**src/rtl/uart_rx_fifo_if.sv**
```systemverilog
// uart_rx_fifo_if: receiver/register-file handshake and status bundle for the UART receive FIFO
interface uart_rx_fifo_if #(
   parameter int DEPTH      = 16,
   parameter int DATA_WIDTH = 8
);
   logic                         push;
   logic [DATA_WIDTH+2:0]        push_d;
   logic                         pop;
   logic [DATA_WIDTH+2:0]        pop_d;
   logic                         empty;
   logic                         full;
   logic [$clog2(DEPTH):0]       level;
   logic                         overrun;
   logic                         trigger;
   logic                         timeout;
   logic                         error;

   modport master (
      output push, push_d, pop,
      input  pop_d, empty, full, level, overrun, trigger, timeout, error
   );

   modport slave (
      input  push, push_d, pop,
      output pop_d, empty, full, level, overrun, trigger, timeout, error
   );
endinterface

```
**src/rtl/uart_rx_fifo.sv**
```systemverilog
// uart_rx_fifo: parametrised UART receive FIFO with trigger, overrun, error and timeout tracking
// Entries are {bi, fe, pe, d}; ena=0 collapses the FIFO to a single overwriteable 16450 holding register.
module uart_rx_fifo #(
   parameter int DEPTH      = 16,
   parameter int DATA_WIDTH = 8
) (
   input  logic          PCLK,
   input  logic          PRESETn,
   input  logic          clr,
   input  logic          ena,
   input  logic [1:0]    trigger_lvl,
   input  logic          char_tick,
   uart_rx_fifo_if.slave bus
);
   localparam int AW = $clog2(DEPTH);
   localparam int LW = AW + 1;
   localparam int EW = DATA_WIDTH + 3;

   logic [EW-1:0] mem [DEPTH];
   logic [AW-1:0] wptr, rptr;
   logic [LW-1:0] cnt, err_cnt, cap, thr;
   logic [2:0]    to_cnt;
   logic          ena_q, ovr_q;
   logic          flush, is_empty, is_full, ow, wr, rd, in_flag, head_flag;
   logic [EW-1:0] head;

   always_comb begin
      flush     = clr | (ena ^ ena_q);
      cap       = ena ? LW'(DEPTH) : LW'(1);
      is_empty  = cnt == '0;
      is_full   = cnt == cap;
      head      = mem[rptr];
      head_flag = |head[EW-1:DATA_WIDTH];
      in_flag   = |bus.push_d[EW-1:DATA_WIDTH];
      ow        = bus.push & is_full & ~ena;
      wr        = bus.push & (~is_full | (ena & bus.pop));
      rd        = bus.pop & ~is_empty & ~ow;
      thr       = trigger_lvl == 2'd0 ? LW'(1) :
                  trigger_lvl == 2'd1 ? LW'(DEPTH/4) :
                  trigger_lvl == 2'd2 ? LW'(DEPTH/2) : LW'(DEPTH-2);
   end

   always_ff @(posedge PCLK or negedge PRESETn) begin
      if (!PRESETn) begin
         wptr    <= '0;
         rptr    <= '0;
         cnt     <= '0;
         err_cnt <= '0;
         to_cnt  <= '0;
         ena_q   <= 1'b0;
         ovr_q   <= 1'b0;
      end else begin
         ena_q <= ena;
         ovr_q <= ~flush & bus.push & is_full & ~(ena & bus.pop);
         if (flush) begin
            wptr    <= '0;
            rptr    <= '0;
            cnt     <= '0;
            err_cnt <= '0;
            to_cnt  <= '0;
         end else begin
            if (wr) wptr <= wptr + 1'b1;
            if (rd) rptr <= rptr + 1'b1;
            cnt     <= cnt + LW'(wr) - LW'(rd);
            // a 16450 overwrite replaces the only entry, so its flags alone define the count
            err_cnt <= ow ? LW'(in_flag) : err_cnt + LW'(wr & in_flag) - LW'(rd & head_flag);
            to_cnt  <= (bus.push | bus.pop | is_empty) ? 3'd0 :
                       (char_tick && to_cnt != 3'd4) ? to_cnt + 3'd1 : to_cnt;
         end
      end
   end

   always_ff @(posedge PCLK)
      if (!flush && (wr || ow)) mem[ow ? rptr : wptr] <= bus.push_d;

   assign bus.pop_d   = is_empty ? '0 : head;
   assign bus.empty   = is_empty;
   assign bus.full    = is_full;
   assign bus.level   = cnt;
   assign bus.overrun = ovr_q;
   assign bus.trigger = ena ? (cnt >= thr) : ~is_empty;
   assign bus.timeout = (to_cnt == 3'd4) & ~is_empty & ena;
   assign bus.error   = |err_cnt;
endmodule

```
**src/flat_wrapper.sv**
```systemverilog
// flat-port wrapper written by rule: the top's interface ports become plain ports
module uart_rx_fifo_flat 
#(
   parameter int DEPTH      = 16,
   parameter int DATA_WIDTH = 8
)
  (PCLK, PRESETn, clr, ena, trigger_lvl, char_tick, bus_push, bus_push_d, bus_pop, bus_pop_d, bus_empty, bus_full, bus_level, bus_overrun, bus_trigger, bus_timeout, bus_error);
  uart_rx_fifo_if #(.DEPTH(DEPTH), .DATA_WIDTH(DATA_WIDTH)) bus_i ();
  input  logic PCLK;
  input  logic PRESETn;
  input  logic clr;
  input  logic ena;
  input  logic [1:0] trigger_lvl;
  input  logic char_tick;
  input wire logic [$bits(bus_i.push)-1:0] bus_push;
  input wire logic [$bits(bus_i.push_d)-1:0] bus_push_d;
  input wire logic [$bits(bus_i.pop)-1:0] bus_pop;
  output wire logic [$bits(bus_i.pop_d)-1:0] bus_pop_d;
  output wire logic [$bits(bus_i.empty)-1:0] bus_empty;
  output wire logic [$bits(bus_i.full)-1:0] bus_full;
  output wire logic [$bits(bus_i.level)-1:0] bus_level;
  output wire logic [$bits(bus_i.overrun)-1:0] bus_overrun;
  output wire logic [$bits(bus_i.trigger)-1:0] bus_trigger;
  output wire logic [$bits(bus_i.timeout)-1:0] bus_timeout;
  output wire logic [$bits(bus_i.error)-1:0] bus_error;
  assign bus_i.push = bus_push;
  assign bus_i.push_d = bus_push_d;
  assign bus_i.pop = bus_pop;
  assign bus_pop_d = bus_i.pop_d;
  assign bus_empty = bus_i.empty;
  assign bus_full = bus_i.full;
  assign bus_level = bus_i.level;
  assign bus_overrun = bus_i.overrun;
  assign bus_trigger = bus_i.trigger;
  assign bus_timeout = bus_i.timeout;
  assign bus_error = bus_i.error;
  uart_rx_fifo #(.DEPTH(DEPTH), .DATA_WIDTH(DATA_WIDTH)) u_core (.PCLK(PCLK), .PRESETn(PRESETn), .clr(clr), .ena(ena), .trigger_lvl(trigger_lvl), .char_tick(char_tick), .bus(bus_i));
endmodule
```
**config.mk**
```make
export PLATFORM = sky130hd
export DESIGN_NAME = uart_rx_fifo_flat
export DESIGN_NICKNAME = d
export VERILOG_FILES = /design/src/rtl/uart_rx_fifo_if.sv /design/src/rtl/uart_rx_fifo.sv /design/src/flat_wrapper.sv
export SDC_FILE = /design/constraint.sdc
export NUM_CORES = 1
export LEC_CHECK = 0
export CAP_MARGIN = 10
export CORE_MARGIN = 1
export CORE_UTILIZATION = 60
export CTS_CLUSTER_DIAMETER = 100
export DETAILED_ROUTE_END_ITERATION = 7
export PLACE_DENSITY = 0.8
export SYNTH_ARGS = -nofsm -noshare
export SYNTH_HDL_FRONTEND = slang
export SYNTH_SLANG_ARGS = --single-unit
```
**constraint.sdc**
```tcl
create_clock -name PCLK -period 4.55 [get_ports PCLK]
set_input_delay 1.365 -clock PCLK [delete_from_list [all_inputs] [get_ports PCLK]]
set_output_delay 1.365 -clock PCLK [all_outputs]
set_load 0.005 [all_outputs]
```
* Yosys cells after proc, flatten, opt, wreduce, memory -nomap -nowiden
Memories as Yosys holds them, arrays and structs flattened.
Index checks and enable logic that the tools add are counted.
** Storage, ports and cells
- Register bits :: 23
- Bits in writable memories :: 176
- Bits of input ports :: 20
- Output and inout port bits :: 22
- Word-level logic and storage cells :: 76
- Memories :: 1
** Memories
- u_core.mem :: words 16, width 11, read ports 1, clocked after Yosys merged registers in 0, write ports 1, RTL line uart_rx_fifo.sv:19 : logic [EW-1:0] mem [DEPTH];
** Operators by class
- Add/sub/neg operators :: 7
- Magnitude comparators :: 1
- Eq/ne operators :: 5
- Multiplexer cells :: 19
- Bitwise gates (word level) :: 24
- Reductions and logical operators :: 12
** Operators by type and width (count)
- 2-to-1 mux 5 bit :: 6
- 2-to-1 mux 4 bit :: 5
- AND 1 bit :: 13
- 2-to-1 mux 3 bit :: 4
- 2-to-1 mux 11 bit :: 1
- adder 4 x 1 -> 4 bit, second input constant :: 2
- inverter 1 bit :: 6
- OR reduction 3 bit :: 2
- adder 5 x 1 -> 5 bit :: 1
- adder 5 bit :: 1
- == test 5 bit :: 1
- greater-or-equal comparator 5 bit :: 1
- zero test 5 bit :: 1
- OR reduction 5 bit :: 1
- subtractor 5 x 1 -> 5 bit :: 1
- subtractor 5 bit :: 1
- bitwise OR 1 bit :: 4
- nonzero test 2 bit :: 2
- adder 3 x 1 -> 3 bit, second input constant :: 1
- == test 3 bit, second input constant :: 1
- 2-to-1 mux 1 bit :: 3
- != test 3 bit, second input constant :: 1
- nonzero test 3 bit :: 1
- == test 2 x 1 -> 1 bit, second input constant :: 1
- 6 further kinds :: 7

* Logic depth before layout (Yosys ltp)
Gate-level depths: netlist (run 1).
- Depth in word-level cells :: 10
- Gate-level depth with buffers :: 17
- Gate-level depth less buffers :: 15

* Worst setup path before layout (run 1)
OpenSTA, ideal clock, no wires.
- Kind :: input -> output
- Start point :: in trigger_lvl[0]
- End point :: out bus_trigger
- Arrival :: 2.442 ns
- Required time :: 3.185 ns
- Slack :: 0.743 ns
- Stages on the path :: 7
- Path buffers :: 0
- Cells stage by stage :: nor2_1 ha_1 nand2b_1 a21o_1 a21o_1 a211oi_1 mux2i_1
** On the way
- Word-level cells in the longest chain between the ends :: 6
- Elaborated cells between the ends (all ways) :: 8
- Those cells by class :: 1 x order compare; 2 x eq/ne; 4 x mux; 1 x reduce/logical
** RTL lines
- from (decl) :: RTL line flat_wrapper.sv:13 : input logic [1:0] trigger_lvl;
- == test 2 bit :: RTL line uart_rx_fifo.sv:40 : trigger_lvl == 2'd2 ? LW'(DEPTH/2) : LW'(DEPTH-2);
- 2-to-1 mux 3 bit :: RTL line uart_rx_fifo.sv:40
- 2-to-1 mux 5 bit :: RTL line uart_rx_fifo.sv:39 : trigger_lvl == 2'd1 ? LW'(DEPTH/4) :
- 2-to-1 mux 5 bit * :: RTL line uart_rx_fifo.sv:38 : thr = trigger_lvl == 2'd0 ? LW'(1) :
- greater-or-equal comparator 5 bit * :: RTL line uart_rx_fifo.sv:81 : assign bus.trigger = ena ? (cnt >= thr) : ~is_empty;
- 2-to-1 mux 1 bit * :: RTL line uart_rx_fifo.sv:81
- to (decl) :: RTL line flat_wrapper.sv:23 : output wire logic [$bits(bus_i.trigger)-1:0] bus_trigger;
Mark *: on every way between the ends. The rest lies on a longest branch, timed or not.

* Worst setup path after layout (run 1)
Ends and elaborated chain as after synthesis.

==> results of run 1 <==
## synth_stat cells (3+ instances only)
master      n  area share
inv_1      24       0.011
buf_2       4      0.0024
and2_1      4      0.0030
ha_1       20       0.030
a221oi_1    6      0.0062
mux4_2     22       0.059
mux2i_1    46       0.055
nand2b_1    3      0.0022
or3_1       3      0.0022
a21o_1      4      0.0036
o21ai_0     5      0.0030
buf_4       8      0.0071
xnor2_1     8      0.0083
dfrtp_1    23       0.068
a22oi_1     3      0.0027
nor2_1     40       0.018
nand2_1     9      0.0040
edfxtp_1  176        0.63
o22ai_1     8      0.0059
xor2_1      6      0.0062
nor3_1     11      0.0065
nor2b_1     3      0.0022
a21oi_1    21       0.012
nand3_1     4      0.0024
clkbuf_1   10      0.0044
a31oi_1     4      0.0030
o221ai_1   16       0.017
## power breakdown
part | switching [W] | internal (W) | total (W) | leakage, nW
registers | 0.0000707 | 0.00203 | 0.00211 | 1.90
logic | 0.000551 | 0.000608 | 0.00116 | 1.16
clock network | 0.000632 | 0.000851 | 0.00148 | 0.301
## final cells by class
type                       count  area, sq um  share of cell area
timing repair buffer          81        730.7             0.07386
clock buffer                  25        550.5             0.05565
inverter                      24        90.09            0.009106
clock inverter                 7        51.30            0.005185
multi-input combinational    272         2386              0.2412
tap                          176        220.2             0.02226
sequential                   199         5864              0.5928
## metrics by stage
stage / power [W] / hold WS (ns) / util / TNS [ns]
after detailed placement: 0.003307 / 0.5864 / 0.6880 / -0.2526
after global routing: 0.004955 / 0.6278 / 0.7325 / 0
after global placement: 0.003262 / 0.5580 / 0.6880 / -0.1865
after floorplan: 0.002811 / 0.5368 / - / 0
after CTS: 0.004771 / 0.6043 / 0.7325 / 0
final: 0.004748 / 0.6013 / 0.7325 / 0
## how the worst max path moves through the flow
stage | startpoint | end | slack [ns] | depth (start not counted)
6_report | trigger_lvl[0] | bus_trigger | 0.13 | 9
5_1_grt | trigger_lvl[0] | bus_trigger | 0.03 | 9
4_1_cts | trigger_lvl[1] | bus_trigger | 0.07 | 9
3_5_place_dp | trigger_lvl[1] | bus_trigger | -0.25 | 9
3_3_place_gp | trigger_lvl[0] | bus_trigger | -0.19 | 9
2_1_floorplan | trigger_lvl[0] | bus_trigger | 0.74 | 7
## worst reg2reg max path, cell delays in order (launching register included)
cell and delay (ns):
dfrtp_1 0.38, buf_4 0.27, nor2b_1 0.43, a221oi_1 0.21, o21ai_0 0.32, nand4_1 0.18, o21a_1 0.21, ha_1 0.27
inv_1 0.04, ha_1 0.20, inv_1 0.07, fa_1 0.20, inv_1 0.05, a21oi_1 0.12, nor2_1 0.06, or3_1 0.35
a21oi_1 0.16
## cell usage in the layout (no fill, tap or decap), types with 3 or more instances in the layout
cell             count
a21o_1               4
ha_1                20
clkbuf_16           21
xor2_1               6
edfxtp_1           176
clkdlybuf4s50_1     40
or3_1                3
nand3_1              4
o22ai_1              8
nor2b_1              3
xnor2_1              8
o221ai_1            16
nand2_1              9
a22oi_1              3
and2_1               4
buf_4               38
nand2b_1             3
mux4_2              22
o21ai_0              5
mux2i_1             46
nor2_1              40
a221oi_1             6
a31oi_1              4
dfrtp_1             22
clkbuf_1             3
inv_1               24
nor3_1              11
a21oi_1             21
## layer usage
metal / vias to the layer above / part of all wire / GRT usage
li1: 2176 / - / -
met1: 2498 / 0.42 / 0.3550
met2: 232 / 0.49 / 0.4045
met3: 33 / 0.068 / 0.04953
met4: 0 / 0.020 / 0.1080
met5: - / 0 / 0
## logic make-up after synthesis
| logic type | Yosys count | synth area share |
|---|---|---|
| flip-flops | 199 | 0.6940 |
| AND/OR/NAND/NOR | 92 | 0.05660 |
| AO/OA/AOI/OAI | 76 | 0.06223 |
| multiplexers | 68 | 0.1132 |
| buffers and inverters | 47 | 0.02504 |
| adder cells (fa/ha/maj) | 22 | 0.03438 |
| XOR/XNOR | 14 | 0.01452 |
## registers in the layout, indices dropped and copies added (netlist names)
name and count:
u_core.wptr 4, u_core.rptr 4, u_core.to_cnt 3, u_core.err_cnt 5
u_core.ena_q 1, u_core.bus.level 5, u_core.bus.overrun 1, u_core.mem 176
## what timing repair did
| item | CTS | global route |
|---|---|---|
| pin swaps | 0 | 1 |
| gates cloned | 0 | 0 |
| hold buffers | 0 | 0 |
| resized for setup | 5 | 0 |
| setup endpoints to repair | 1 | 1 |
| buffers inserted | 0 | 0 |
==> flow_summary.toml, run 1 <==
[status]
status = "finished, final reports clean"

[global_routing]
grt_max_degree = 28
grt_pass1_vias = 4982
antenna_found_initial = 0
overflow = 0
grt_pass1_wl_mm = 27.11
track_usage = 0.2569

[sta]
finalSetupViolations = 0
min_period_ns = 4.418
hold_viol_final = 0
skew_ns = 0.01075
fin_ws_ns = 0.1316
max_slew_margin = 0.2906
tightest_slew_ns = 1.061
rsz0062_at_grt = "false"
maxSlewViolCount = 0
fmax_ghz = 0.2263
finalCritPeriodShare = 0.9711

[clock_tree]
cts-htree-levels = 4
cts.reportedPaths.clkPinSlew_ns = 0.07
ctsLongestPathBuffers = 2
cts_tree = "yes"
clock-sinks = 199
clk-insertion-delay-late_ns = 0.43
clk_root_buffer_cell = "clkbuf_16"
numCtsBuffers = 17

[layout]
layout.nets = 637
design_area_sq_um = 9893
final_layout_size_suffix_gt1_frac = 0.1628
area_growth_pct = 17.16
fillCellCount = 817
antenna_cells = 0
final-instance-count-excl-fill = 784

[synth]
async_reset_ff_frac = 0.1156
synth_warnings = 0
synth_nets = 560
netlist_area_sq_um = 8444
yosysUniqueCellTypes = 46
avgSynthCellArea_sq_um = 16.30
ys_seq_elements = 199
synthFlopType = "edfxtp_1"
synth_edf_count = 176
synth_cells = 518
ys_seq_area_frac = 0.6940

[worst_setup_path]
crit_path_start_kind = "input pin"
cp.arrival_ns = 3.05
r2r-start = "u_core.rptr[1]$_DFFE_PN0P_"
path_cells = "clkdlybuf4s50_1 > nor2_1 > ha_1 > nand2b_1 > a21o_1 > a21o_1 > a211oi_2 > mux2i_1 > buf_2"
worstSetupEndpointType = "output port"
cpPeakStageDelay_ns = 0.48
required_ns = 3.18
critPathTopFamily = "buffers and inverters"
critPathBufInv = 2
crit_top_cell = "a21o_1"
r2r_end = "u_core.err_cnt[4]$_DFF_PN0_"
cp_slowest_cell = "clkdlybuf4s50_1"
path_class = "in -> out"
reg2reg_depth = 16
reg2reg_slack_ns = 0.96
crit_fanout = 2

[detailed_routing]
drt_iter0_drc = 452
vias_per_cell = 6.300
drc = 0
dr.pass1.iters = 5
routed_wirelength_mm = 17.26
post_drt_wl_per_cell_um = 22.01
ant_nets = 0
vias = 4939

[floorplanning]
core_sq_um = 13510
pin_count = 42
die_w_um = 120.6
rows = 42
fp.dieArea_sq_um = 14550
initial_core_util = 0.6253
die_h_um = 120.6

[hold_path]
whs_path_depth = 2
hold_class = "reg -> reg"
hold_start = "u_core.to_cnt[0]$_DFFE_PN0P_"
holdPathEnd = "u_core.to_cnt[0]$_DFFE_PN0P_"

[pwr]
powerDensity_nw_per_um2 = 479.9
ir_worst_vdd_mv = 0.3284
p_leak_nw = 3.361

[place]
dp.cells = 752
io_buffers = 41
hpwl_mm = 11.25
dpl_cell_area_sq_um = 9291
gp_congestion = 0.8683
pre_cts_ws_ns = -0.2526

[run]
drv_cap = 0
Note: power is estimated with default switching activity, not from simulation.
==> run 2, diff against run 1 <==
--- a/config.mk
+++ b/config.mk
@@ -14,3 +14,4 @@
 export SYNTH_ARGS = -nofsm -noshare
 export SYNTH_HDL_FRONTEND = slang
 export SYNTH_SLANG_ARGS = --single-unit
+export TNS_END_PERCENT = 1
==> results of run 2 <==
Final layout, timing and power as in run 1 (identical DEF).
==> run 3, diff against run 2 <==
==> constraint.sdc (replaced) <==
create_clock -name PCLK -period 4.55 [get_ports PCLK]
set_input_delay 1.365 -clock PCLK [delete_from_list [all_inputs] [get_ports PCLK]]
set_output_delay 1.365 -clock PCLK [all_outputs]
set_load 0.02 [all_outputs]
==> run 3 against run 2 <==
Against the previous run: clock power decreased by 7%; cell count stayed put; combinational power increased by 13%; first-iteration DRC count up 9.7%; non-clock buffer count stayed put; critical endpoint unchanged; largest cell class unchanged; highest routed layer unchanged.
==> flow_summary.toml, run 3 (synthesis gave the netlist of run 1 again) <==
[place]
gp_congestion = 0.8662
io_buffers = 41
dpl_cell_area_sq_um = 9291
hpwl_mm = 11.49

[sta]
hold_viol_final = 0
max_slew_margin = 0.2598
fmax_ghz = 0.2244
finalSetupViolations = 0
skew_ns = 0.006619
tightest_slew_ns = 1.107
rsz0062_at_grt = "false"
min_period_ns = 4.457
maxSlewViolCount = 0
finalCritPeriodShare = 0.9796

[clock_tree]
ctsLongestPathBuffers = 2
hold_buffers = 0
cts.reportedPaths.clkPinSlew_ns = 0.07
clk-insertion-delay-late_ns = 0.43
cts-htree-levels = 4
clk_root_buffer_cell = "clkbuf_16"
clock-sinks = 199
numCtsBuffers = 17
cts_tree = "yes"

[detailed_routing]
dr.pass1.iters = 5
drc = 0
post_drt_wl_per_cell_um = 22.89
vias_per_cell = 6.323
drt_iter0_drc = 496
ant_nets = 0
vias = 4957
routed_wirelength_mm = 17.95

[worst_setup_path]
cp.arrival_ns = 3.09
r2r_end = "u_core.err_cnt[4]$_DFF_PN0_"
r2r-start = "u_core.rptr[1]$_DFFE_PN0P_"
worstSetupEndpointType = "output port"
reg2reg_slack_ns = 0.93
reg2reg_depth = 16
crit_fanout = 2
path_class = "in -> out"
crit_path_start_kind = "input pin"
required_ns = 3.18

[global_routing]
track_usage = 0.2704
antenna_found_initial = 0
grt_pass1_vias = 5152
overflow = 0
grt_max_degree = 28
grt_pass1_wl_mm = 28.30

[floorplanning]
pin_count = 42
fp.dieArea_sq_um = 14550
die_h_um = 120.6
die_w_um = 120.6
initial_core_util = 0.6253
rows = 42
core_sq_um = 13510

[run]
drv_cap = 0

[layout]
final_layout_size_suffix_gt1_frac = 0.1628
final_common_cell = "edfxtp_1"
mostFrequentLayoutCells = "edfxtp_1, mux2i_1, nor2_1, clkdlybuf4s50_1, buf_4"
area_growth_pct = 16.46
design_area_sq_um = 9834
antenna_cells = 0
fin_util = 0.7282
layout.nets = 637
top_register = "u_core.mem"
largest_register_ffs = 176

[hold_path]
holdPathEnd = "u_core.to_cnt[0]$_DFFE_PN0P_"
whs_path_depth = 2
hold_class = "reg -> reg"
hold_start = "u_core.to_cnt[0]$_DFFE_PN0P_"

[pwr]
powerDensity_nw_per_um2 = 487.6
ir_worst_vdd_mv = 0.3070
p_leak_nw = 3.336
power_w = 0.004795

[status]
status = "finished, final reports clean"
==> run 3: changes by cell type in the layout (fill, tap and decap cells not counted), sizes merged <==
cell / delta
bufinv: +1
clkinv: +3
dlymetal6s2s: +1
clkinvlp: +2
clkbuf: -6
clkdlybuf4s50: -1
==> run 3: per-stage QoR <==
step | setup WS, ns | hold WS, ns | cells | setup TNS, ns
final | 0.09272 | 0.5815 | 784 | 0
after global routing | 0.02388 | 0.6306 | 784 | 0
after CTS | 0.03011 | 0.5856 | 784 | 0
after detailed placement | -0.3398 | 0.5682 | 752 | -0.3398
after global placement | -0.2820 | 0.5577 | 752 | -0.2820
after floorplan | 0.6483 | 0.5368 | 518 | 0
==> run 3: where the power goes <==
group / leakage (nW) / internal [W] / switching (W) / total (W)
sequential: 1.90 / 0.00204 / 0.0000726 / 0.00211
combinational: 1.17 / 0.000619 / 0.000688 / 0.00131
clock: 0.265 / 0.000751 / 0.000629 / 0.00138
==> run 3: repair_timing <==
action,CTS,global route
setup endpoints to repair,1,1
pin swaps,0,1
gates resized for setup,4,3
hold endpoints to repair,0,0
buffers inserted,0,0
==> run 3: routing by layer <==
metal / GRT usage / wire (um) / vias up
met5: 0 / 0 / -
met4: 0.1227 / 497 / 0
met3: 0.04009 / 1345 / 43
met2: 0.4422 / 8985 / 262
met1: 0.3631 / 7117 / 2474
li1: - / - / 2178
==> run 3: how the worst max path moves through the flow <==
| stage | cells past startpoint | from | slack [ns] | end |
|---|---|---|---|---|
| 6_report | 9 | trigger_lvl[1] | 0.09 | bus_trigger |
| 5_1_grt | 9 | trigger_lvl[1] | 0.02 | bus_trigger |
| 4_1_cts | 9 | trigger_lvl[0] | 0.03 | bus_trigger |
| 3_5_place_dp | 9 | trigger_lvl[0] | -0.34 | bus_trigger |
| 3_3_place_gp | 9 | trigger_lvl[0] | -0.28 | bus_trigger |
| 2_1_floorplan | 7 | trigger_lvl[0] | 0.65 | bus_trigger |
==> run 3: cell type report <==
| type | count | area (sq um) |
|---|---|---|
| clock buffers | 19 | 432.9 |
| clock inverters | 13 | 105.1 |
| fillers | 819 | 3671 |
| inverters | 24 | 90.09 |
| multi-input cells | 272 | 2386 |
| flip-flops and latches | 199 | 5864 |
| well taps | 176 | 220.2 |
| repair buffers | 81 | 735.7 |
==> run 3: worst max-delay path, stage by stage <==
cell             delay (ns)
clkdlybuf4s50_1        0.48
nor2_1                 0.05
ha_1                   0.26
nand2b_1               0.14
a21o_1                 0.18
a21o_1                 0.18
a211oi_2               0.17
mux2i_1                0.09
buf_4                  0.17
